===== src/rtl/dsp_mac_pipe.sv =====
// dsp_mac_pipe: pre-add, signed multiply, post-add/accumulate pipeline with saturation, overflow and pattern detect
module dsp_mac_pipe #(
  parameter int A_WIDTH = 18,
  parameter int B_WIDTH = 18,
  parameter int C_WIDTH = 48,
  parameter int P_WIDTH = 48,
  parameter bit MREG = 1'b1,
  parameter bit SATURATE = 1'b0,
  parameter logic [P_WIDTH-1:0] PATTERN = '0,
  parameter logic [P_WIDTH-1:0] MASK = '0
) (
  input  logic                       clk,
  input  logic                       RST,
  input  logic                       CE,
  input  logic                       valid_in,
  input  logic [A_WIDTH-1:0]         A,
  input  logic [B_WIDTH-1:0]         B,
  input  logic [B_WIDTH-1:0]         D,
  input  logic [C_WIDTH-1:0]         C,
  input  logic [P_WIDTH-1:0]         PCIN,
  input  logic                       CARRYIN,
  input  logic [7:0]                 OPMODE,
  output logic [P_WIDTH-1:0]         P,
  output logic [P_WIDTH-1:0]         PCOUT,
  output logic [B_WIDTH-1:0]         BCOUT,
  output logic [A_WIDTH+B_WIDTH-1:0] M,
  output logic                       CARRYOUT,
  output logic                       OVERFLOW,
  output logic                       PATTERN_DETECT,
  output logic                       valid_out
);
  localparam int MW = A_WIDTH + B_WIDTH;
  logic [A_WIDTH-1:0] a_q;
  logic [B_WIDTH-1:0] b_q, d_q, bc_q, pre;
  logic [C_WIDTH-1:0] c_q, c_f;
  logic [P_WIDTH-1:0] pcin_q, pcin_f, p_q, p_d, x, z;
  logic [7:0] op_q, op_f;
  logic [MW-1:0] prod;
  logic [P_WIDTH:0] r;
  logic [P_WIDTH+1:0] s;
  logic cin_q, cin_f, v1_q, v_f, ci, co_q, co_d, ov_q, ov_d, vo_q;
  logic unused_bits;
  always_ff @(posedge clk)
    if (RST) begin
      a_q <= '0;
      b_q <= '0;
      d_q <= '0;
      c_q <= '0;
      pcin_q <= '0;
      cin_q <= 1'b0;
      op_q <= '0;
      v1_q <= 1'b0;
      bc_q <= '0;
    end else if (CE) begin
      a_q <= A;
      b_q <= B;
      d_q <= D;
      c_q <= C;
      pcin_q <= PCIN;
      cin_q <= CARRYIN;
      op_q <= OPMODE;
      v1_q <= valid_in;
      bc_q <= pre;
    end
  always_comb begin
    pre = op_q[0] ? (op_q[1] ? d_q - b_q : d_q + b_q) : b_q;
    prod = MW'($signed(a_q)) * MW'($signed(pre));
  end
  if (MREG) begin : g_mreg
    logic [MW-1:0] m_q;
    logic [C_WIDTH-1:0] c2_q;
    logic [P_WIDTH-1:0] pcin2_q;
    logic [7:0] op2_q;
    logic cin2_q, v2_q;
    always_ff @(posedge clk)
      if (RST) begin
        m_q <= '0;
        c2_q <= '0;
        pcin2_q <= '0;
        op2_q <= '0;
        cin2_q <= 1'b0;
        v2_q <= 1'b0;
      end else if (CE) begin
        m_q <= prod;
        c2_q <= c_q;
        pcin2_q <= pcin_q;
        op2_q <= op_q;
        cin2_q <= cin_q;
        v2_q <= v1_q;
      end
    assign M = m_q;
    assign c_f = c2_q;
    assign pcin_f = pcin2_q;
    assign op_f = op2_q;
    assign cin_f = cin2_q;
    assign v_f = v2_q;
  end else begin : g_nomreg
    assign M = prod;
    assign c_f = c_q;
    assign pcin_f = pcin_q;
    assign op_f = op_q;
    assign cin_f = cin_q;
    assign v_f = v1_q;
  end
  always_comb begin
    ci = op_f[6] & cin_f;
    x = op_f[4] ? P_WIDTH'($signed(M)) : '0;
    z = op_f[3] ? (op_f[2] ? pcin_f : P_WIDTH'($signed(c_f))) : (op_f[2] ? p_q : '0);
    r = op_f[5] ? {1'b0, z} - {1'b0, x} - (P_WIDTH+1)'(ci) : {1'b0, z} + {1'b0, x} + (P_WIDTH+1)'(ci);
    s = op_f[5] ? {{2{z[P_WIDTH-1]}}, z} - {{2{x[P_WIDTH-1]}}, x} - (P_WIDTH+2)'(ci)
                : {{2{z[P_WIDTH-1]}}, z} + {{2{x[P_WIDTH-1]}}, x} + (P_WIDTH+2)'(ci);
    ov_d = (s[P_WIDTH+1:P_WIDTH-1] != '0) && (s[P_WIDTH+1:P_WIDTH-1] != '1);
    p_d = (ov_d && SATURATE) ? {s[P_WIDTH+1], {(P_WIDTH-1){~s[P_WIDTH+1]}}} : s[P_WIDTH-1:0];
    co_d = r[P_WIDTH];
  end
  always_ff @(posedge clk)
    if (RST) begin
      p_q <= '0;
      co_q <= 1'b0;
      ov_q <= 1'b0;
      vo_q <= 1'b0;
    end else if (CE) begin
      p_q <= p_d;
      co_q <= co_d;
      ov_q <= ov_d;
      vo_q <= v_f;
    end
  assign P = p_q;
  assign PCOUT = p_q;
  assign BCOUT = bc_q;
  assign CARRYOUT = co_q;
  assign OVERFLOW = ov_q;
  assign valid_out = vo_q;
  assign PATTERN_DETECT = ((p_q ^ PATTERN) & ~MASK) == '0;
  assign unused_bits = ^{op_f[7], op_f[1:0], r[P_WIDTH-1:0]};
endmodule


===== config.mk =====
export PLATFORM = sky130hd
export DESIGN_NAME = dsp_mac_pipe
export DESIGN_NICKNAME = d
export VERILOG_FILES = /design/src/rtl/dsp_mac_pipe.sv
export SDC_FILE = /design/constraint.sdc
export NUM_CORES = 2
export LEC_CHECK = 0
export ABC_CLOCK_PERIOD_IN_PS = 17050
export CORE_ASPECT_RATIO = 1.2
export CORE_MARGIN = 5
export CORE_UTILIZATION = 60
export DETAILED_ROUTE_END_ITERATION = 12
export GPL_TIMING_DRIVEN = 0
export PLACE_DENSITY = 0.83
export SYNTH_ARGS = -nofsm -noshare
export SYNTH_HDL_FRONTEND = slang
export SYNTH_SLANG_ARGS = --single-unit

===== constraint.sdc =====
create_clock -name clk -period 17.05 [get_ports clk]
set_input_delay 3.41 -clock clk [delete_from_list [all_inputs] [get_ports clk]]
set_output_delay 3.41 -clock clk [all_outputs]
set_load 0.01 [all_outputs]

After elaboration in Yosys (flattened, before gate mapping)

Index checks and enable logic that the tools add are counted.

Flip-flop bits (word level): 369
Input port bits: 163
Logic and storage cells: 43

Add/sub/neg operators: 10
Multiply operators: 1
Eq/ne operators: 1
Mux-type cells: 8
Bitwise logic cells: 1
Reduce and logical (&&, ||, !) cells: 3

Operator list:

| kind                                           | number |
|---|---|
| 48-bit two-way mux                             | 4 |
| 48-bit by 48-bit adder with 49-bit output      | 2 |
| 48-bit by 48-bit subtractor with 49-bit output | 2 |
| 49-bit by 2-bit adder with 50-bit output       | 1 |
| 50-bit two-way mux                             | 1 |
| 49-bit by 2-bit subtractor with 50-bit output  | 1 |
| 49-bit by 1-bit adder with 49-bit output       | 1 |
| 49-bit two-way mux                             | 1 |
| 49-bit by 1-bit subtractor with 49-bit output  | 1 |
| 48-bit zero test                               | 1 |
| 18-bit by 18-bit multiplier with 36-bit output | 1 |
| 18-bit two-way mux                             | 2 |
| 18-bit adder                                   | 1 |
| 18-bit subtractor                              | 1 |
| 3-bit != test (second input constant)          | 1 |
| 3-bit nonzero test                             | 1 |
| 1-bit bitwise AND                              | 1 |
| 1-bit logical AND                              | 1 |

Longest topological paths before layout

Depth in word-level cells: 7
Mapped depth: 39
Gate-level depth less buffers: 38

Least setup slack after synthesis

No wires, ideal clock.

Kind: register -> register
Start: reg op_q[1]
End: reg g_mreg.m_q[27] (netlist: M[27])
Library setup time: 0.117 ns
Data arrival time: 8.944 ns
Required time: 16.933 ns
Path slack: 7.988 ns
Stages on the path, launching flop included: 37
Cell sequence: dfxtp_1 > clkbuf_1 > buf_1 > mux2i_1 > ha_1 > nor2b_1 > o21ai_0 > a21boi_0 > o211a_1 > o21a_1 > o21ai_0 > a21boi_0 > o31ai_2 > clkbuf_1 > nand2_1 > fa_1 > inv_1 > fa_1 > inv_1 > fa_1 > inv_1 > fa_1 > inv_1 > fa_1 > inv_1 > fa_1 > ha_1 > and2_1 > o21ai_0 > nand2b_1 > a21oi_1 > o21ai_0 > a211o_1 > o2111ai_1 > a21boi_0 > or3_1 > a32o_1

Cells in the longest elaborated chain, start to end: 3

Ends and longest elaborated chain:

| element                                        | RTL line | text |
|---|---|---|
| start: declaration                             | 37       | `logic [7:0] op_q, op_f;` |
| start signal: assignment                       | 51       | `op_q <= '0;` |
| start signal: assignment                       | 61       | `op_q <= OPMODE;` |
| 18-bit two-way mux (2 in series)               | 66       | `pre = op_q[0] ? (op_q[1] ? d_q - b_q : d_q + b_q) : b_q;` |
| 18-bit by 18-bit multiplier with 36-bit output | 67       | `prod = MW'($signed(a_q)) * MW'($signed(pre));` |
| end signal: assignment                         | 84       | `m_q <= prod;` |
| end: declaration                               | 70       | `logic [MW-1:0] m_q;` |

No other way between the ends.
A chain may end at the register's enable or synchronous reset.

Final worst setup path

Same ends and word-level chain as after synthesis.

==> out/results.tsv <==
metric	value	unit
clk_pin_slew	0.06	ns
htreeDepth	2	
clock_sinks	367	
postSynthCellCount	4075	
overflow	0	
place_hpwl	100000	µm
totalNegativeSetupSlack	0	ns
crit_family	compound AO/OA/AOI/OAI gates	
antenna_found_initial	4	
drc	0	
synth-main-ff-cell	dfxtp_1	
setup_viol	0	
rsz0062_at_grt	no	
port_buffers	314	
crit_type	register to register	
worstPathArrival	11.48	ns
synthTopCellsByCount	inv_1 (549), nor2_1 (467), dfxtp_1 (367)	
core_area	57400	µm²
first_global_vias	32200	
rows	96	
first_pass_iters	6	
critical_path_peak_fanout	10	
drt_iter0_markers	3094	
post_cts_buffers	0	
worst_setup_path_end_kind	register	
hp-start	BCOUT[4]	
drive_above_1_share	4.69	%
ant_nets	0	
startpoint_type	register	
fin_util	70.0	%
synth_area	34900	µm²
p_leak	19.2	nW
hold_end	BCOUT[4]	
synth.top_cell.area_share	21.1	%
crit_buf_inv	8	
grt.total_usage	38.6	%
grt_max_degree	28	
maxCapViolCount	0	
top_level_ports	317	
async_flop_share	0	%
critPathMaxStageDelay	0.81	ns
max_clock_freq	90.7	MHz
placed_area	39000	µm²
ys_seq_area_share	21.1	%
rr_startpoint	op_q[1]	
gp_congestion	1.05	
vias	31500	
start_util	60.7	%
cpMostUsedCell	fa_1	
clock_latency	0.58	ns
fin_worst_skew	0.0368	ns
cts_tree	built	
drv_slew	0	
tightest_slew	1.34	ns
power.density	84.9	nW/µm²
r2r_setup_slack	6.02	ns
synth_area_leaders	dfxtp_1 (21%), fa_1 (19%), ha_1 (9.1%), mux2i_1 (8.3%), inv_1 (5.9%)	
ys_ff_latch	367	
nNetsFinal	5181	
routed_via_density	6.07	
grt_pass1_wl	187000	µm
cts.repair.resized	0	
cts-root-buf	clkbuf_16	
status	completed	
synth_nets	4825	
period_share	64.7	%
yosysWarningCount	0	
cts_buffers	38	
syn2layout_area_growth	15.2	%
synth_edf_count	0	
relSlewSlack	10.7	%
min_path_type	register to register	
holdPathStages	2	
dieArea	63000	µm²
post-synth-top-count-cell	inv_1	
critPathSlowestCell	o31ai_4	
postLayoutCellArea	40200	µm²
fillerInstances	4564	
yosysTopAreaCell	dfxtp_1	
wl	124000	µm
fp.dieW	230	µm
whs	0.471	ns
vdd_drop_max	0.0784	mV
regToRegEndpoint	M[27]	
fin_crit	11.03	ns
ctsHoldBuffers	0	
die_h	274	µm
synth_area_per_cell	8.55	µm²
synth.distinct_cells	94	
wl_per_cell	23.9	µm
worstPathRequired	17.50	ns
ctsLongestPathBuffers	3	
hold_violations	0	
r2r_cells	36	
final cells by class:
class | instances | area [µm²] | area share (%)
Antenna cell | 1 | 2.50 | 0.00623
Buffer | 245 | 1100 | 2.75
Clock buffer | 47 | 1040 | 2.58
Clock inverter | 19 | 174 | 0.433
Inverter | 553 | 2080 | 5.17
Multi-Input combinational cell | 2910 | 24300 | 60.6
Sequential cell | 367 | 7350 | 18.3
Tap cell | 735 | 920 | 2.29
Timing Repair Buffer | 316 | 3160 | 7.87
stage by stage:
step,setup slack (ns),power (mW),cells
6_report,6.02,3.41,5193
5_1_grt,5.47,3.61,5193
4_1_cts,6.15,3.38,5192
3_5_place_dp,6.22,2.55,5126
3_3_place_gp,5.82,2.50,5124
2_1_floorplan,7.99,2.05,4075
worst max-delay path by stage:
stage | slack (ns) | endpoint | from | depth (start not counted)
finish | 6.02 | M[27] | op_q[1] | 36
global route | 5.47 | M[27] | op_q[1] | 36
CTS | 6.15 | M[27] | op_q[1] | 36
detailed placement | 6.22 | M[27] | op_q[1] | 36
global placement | 5.82 | M[27] | op_q[1] | 34
floorplan | 7.99 | M[27] | op_q[1] | 36
report_power, final:
group	switching, mW	leakage [nW]	total [mW]	internal (mW)
clock network	0.375	0.604	0.841	0.466
logic	0.919	15.6	1.57	0.646
registers	0.0837	3.01	1.00	0.919
flip-flops by register name (all words and copies together), names as in the netlist:
| register | count |
|---|---|
| OVERFLOW | 1 |
| CARRYOUT | 1 |
| cin_q | 1 |
| g_mreg.pcin2_q | 48 |
| b_q | 18 |
| pcin_q | 48 |
| P | 48 |
| a_q | 18 |
| valid_out | 1 |
| v1_q | 1 |
| M | 36 |
| c_q | 48 |
| g_mreg.v2_q | 1 |
| c_f | 48 |
| op_q | 7 |
| cin_f | 1 |
| BCOUT | 18 |
| d_q | 18 |
| g_mreg.op2_q | 5 |
routing by layer:
layer / wire (µm) / up-vias / track usage (%)
met5: 69 / - / 0
li1: - / 14100 / -
met3: 10900 / 613 / 7.32
met4: 13700 / 6 / 32.4
met2: 58000 / 1762 / 65.2
met1: 41700 / 15100 / 41.9
cell usage in the layout, fill, tap and decap left out, drive strengths merged, types with 121 or more instances in the layout:
master	instances
clkdlybuf4s50	314
clkbuf	205
dfxtp	367
nor2	468
ha	253
a21oi	177
o21ai	121
mux2i	289
inv	554
and2	124
fa	334
nand2	330
kinds of logic (layout without fill, tap and decap cells):
| kind of cell | count (synthesis) | in the layout | share of synthesized area, % |
|---|---|---|---|
| compound gates | 647 | 647 | 12.5 |
| xor+xnor | 125 | 125 | 3.14 |
| fa+ha+maj | 587 | 587 | 28.3 |
| buf+inv | 798 | 1180 | 9.12 |
| flops | 367 | 367 | 21.1 |
| mux | 345 | 345 | 10.1 |
| other cells | 0 | 1 | 0 |
| simple gates | 1206 | 1206 | 15.7 |
tightest hold or removal path, cell delays in order (launching register included):
cell	delay, ns
dfxtp_1	0.31
nand2_1	0.06
a21oi_1	0.06
No activity file was read; power rests on OpenSTA's default activity.
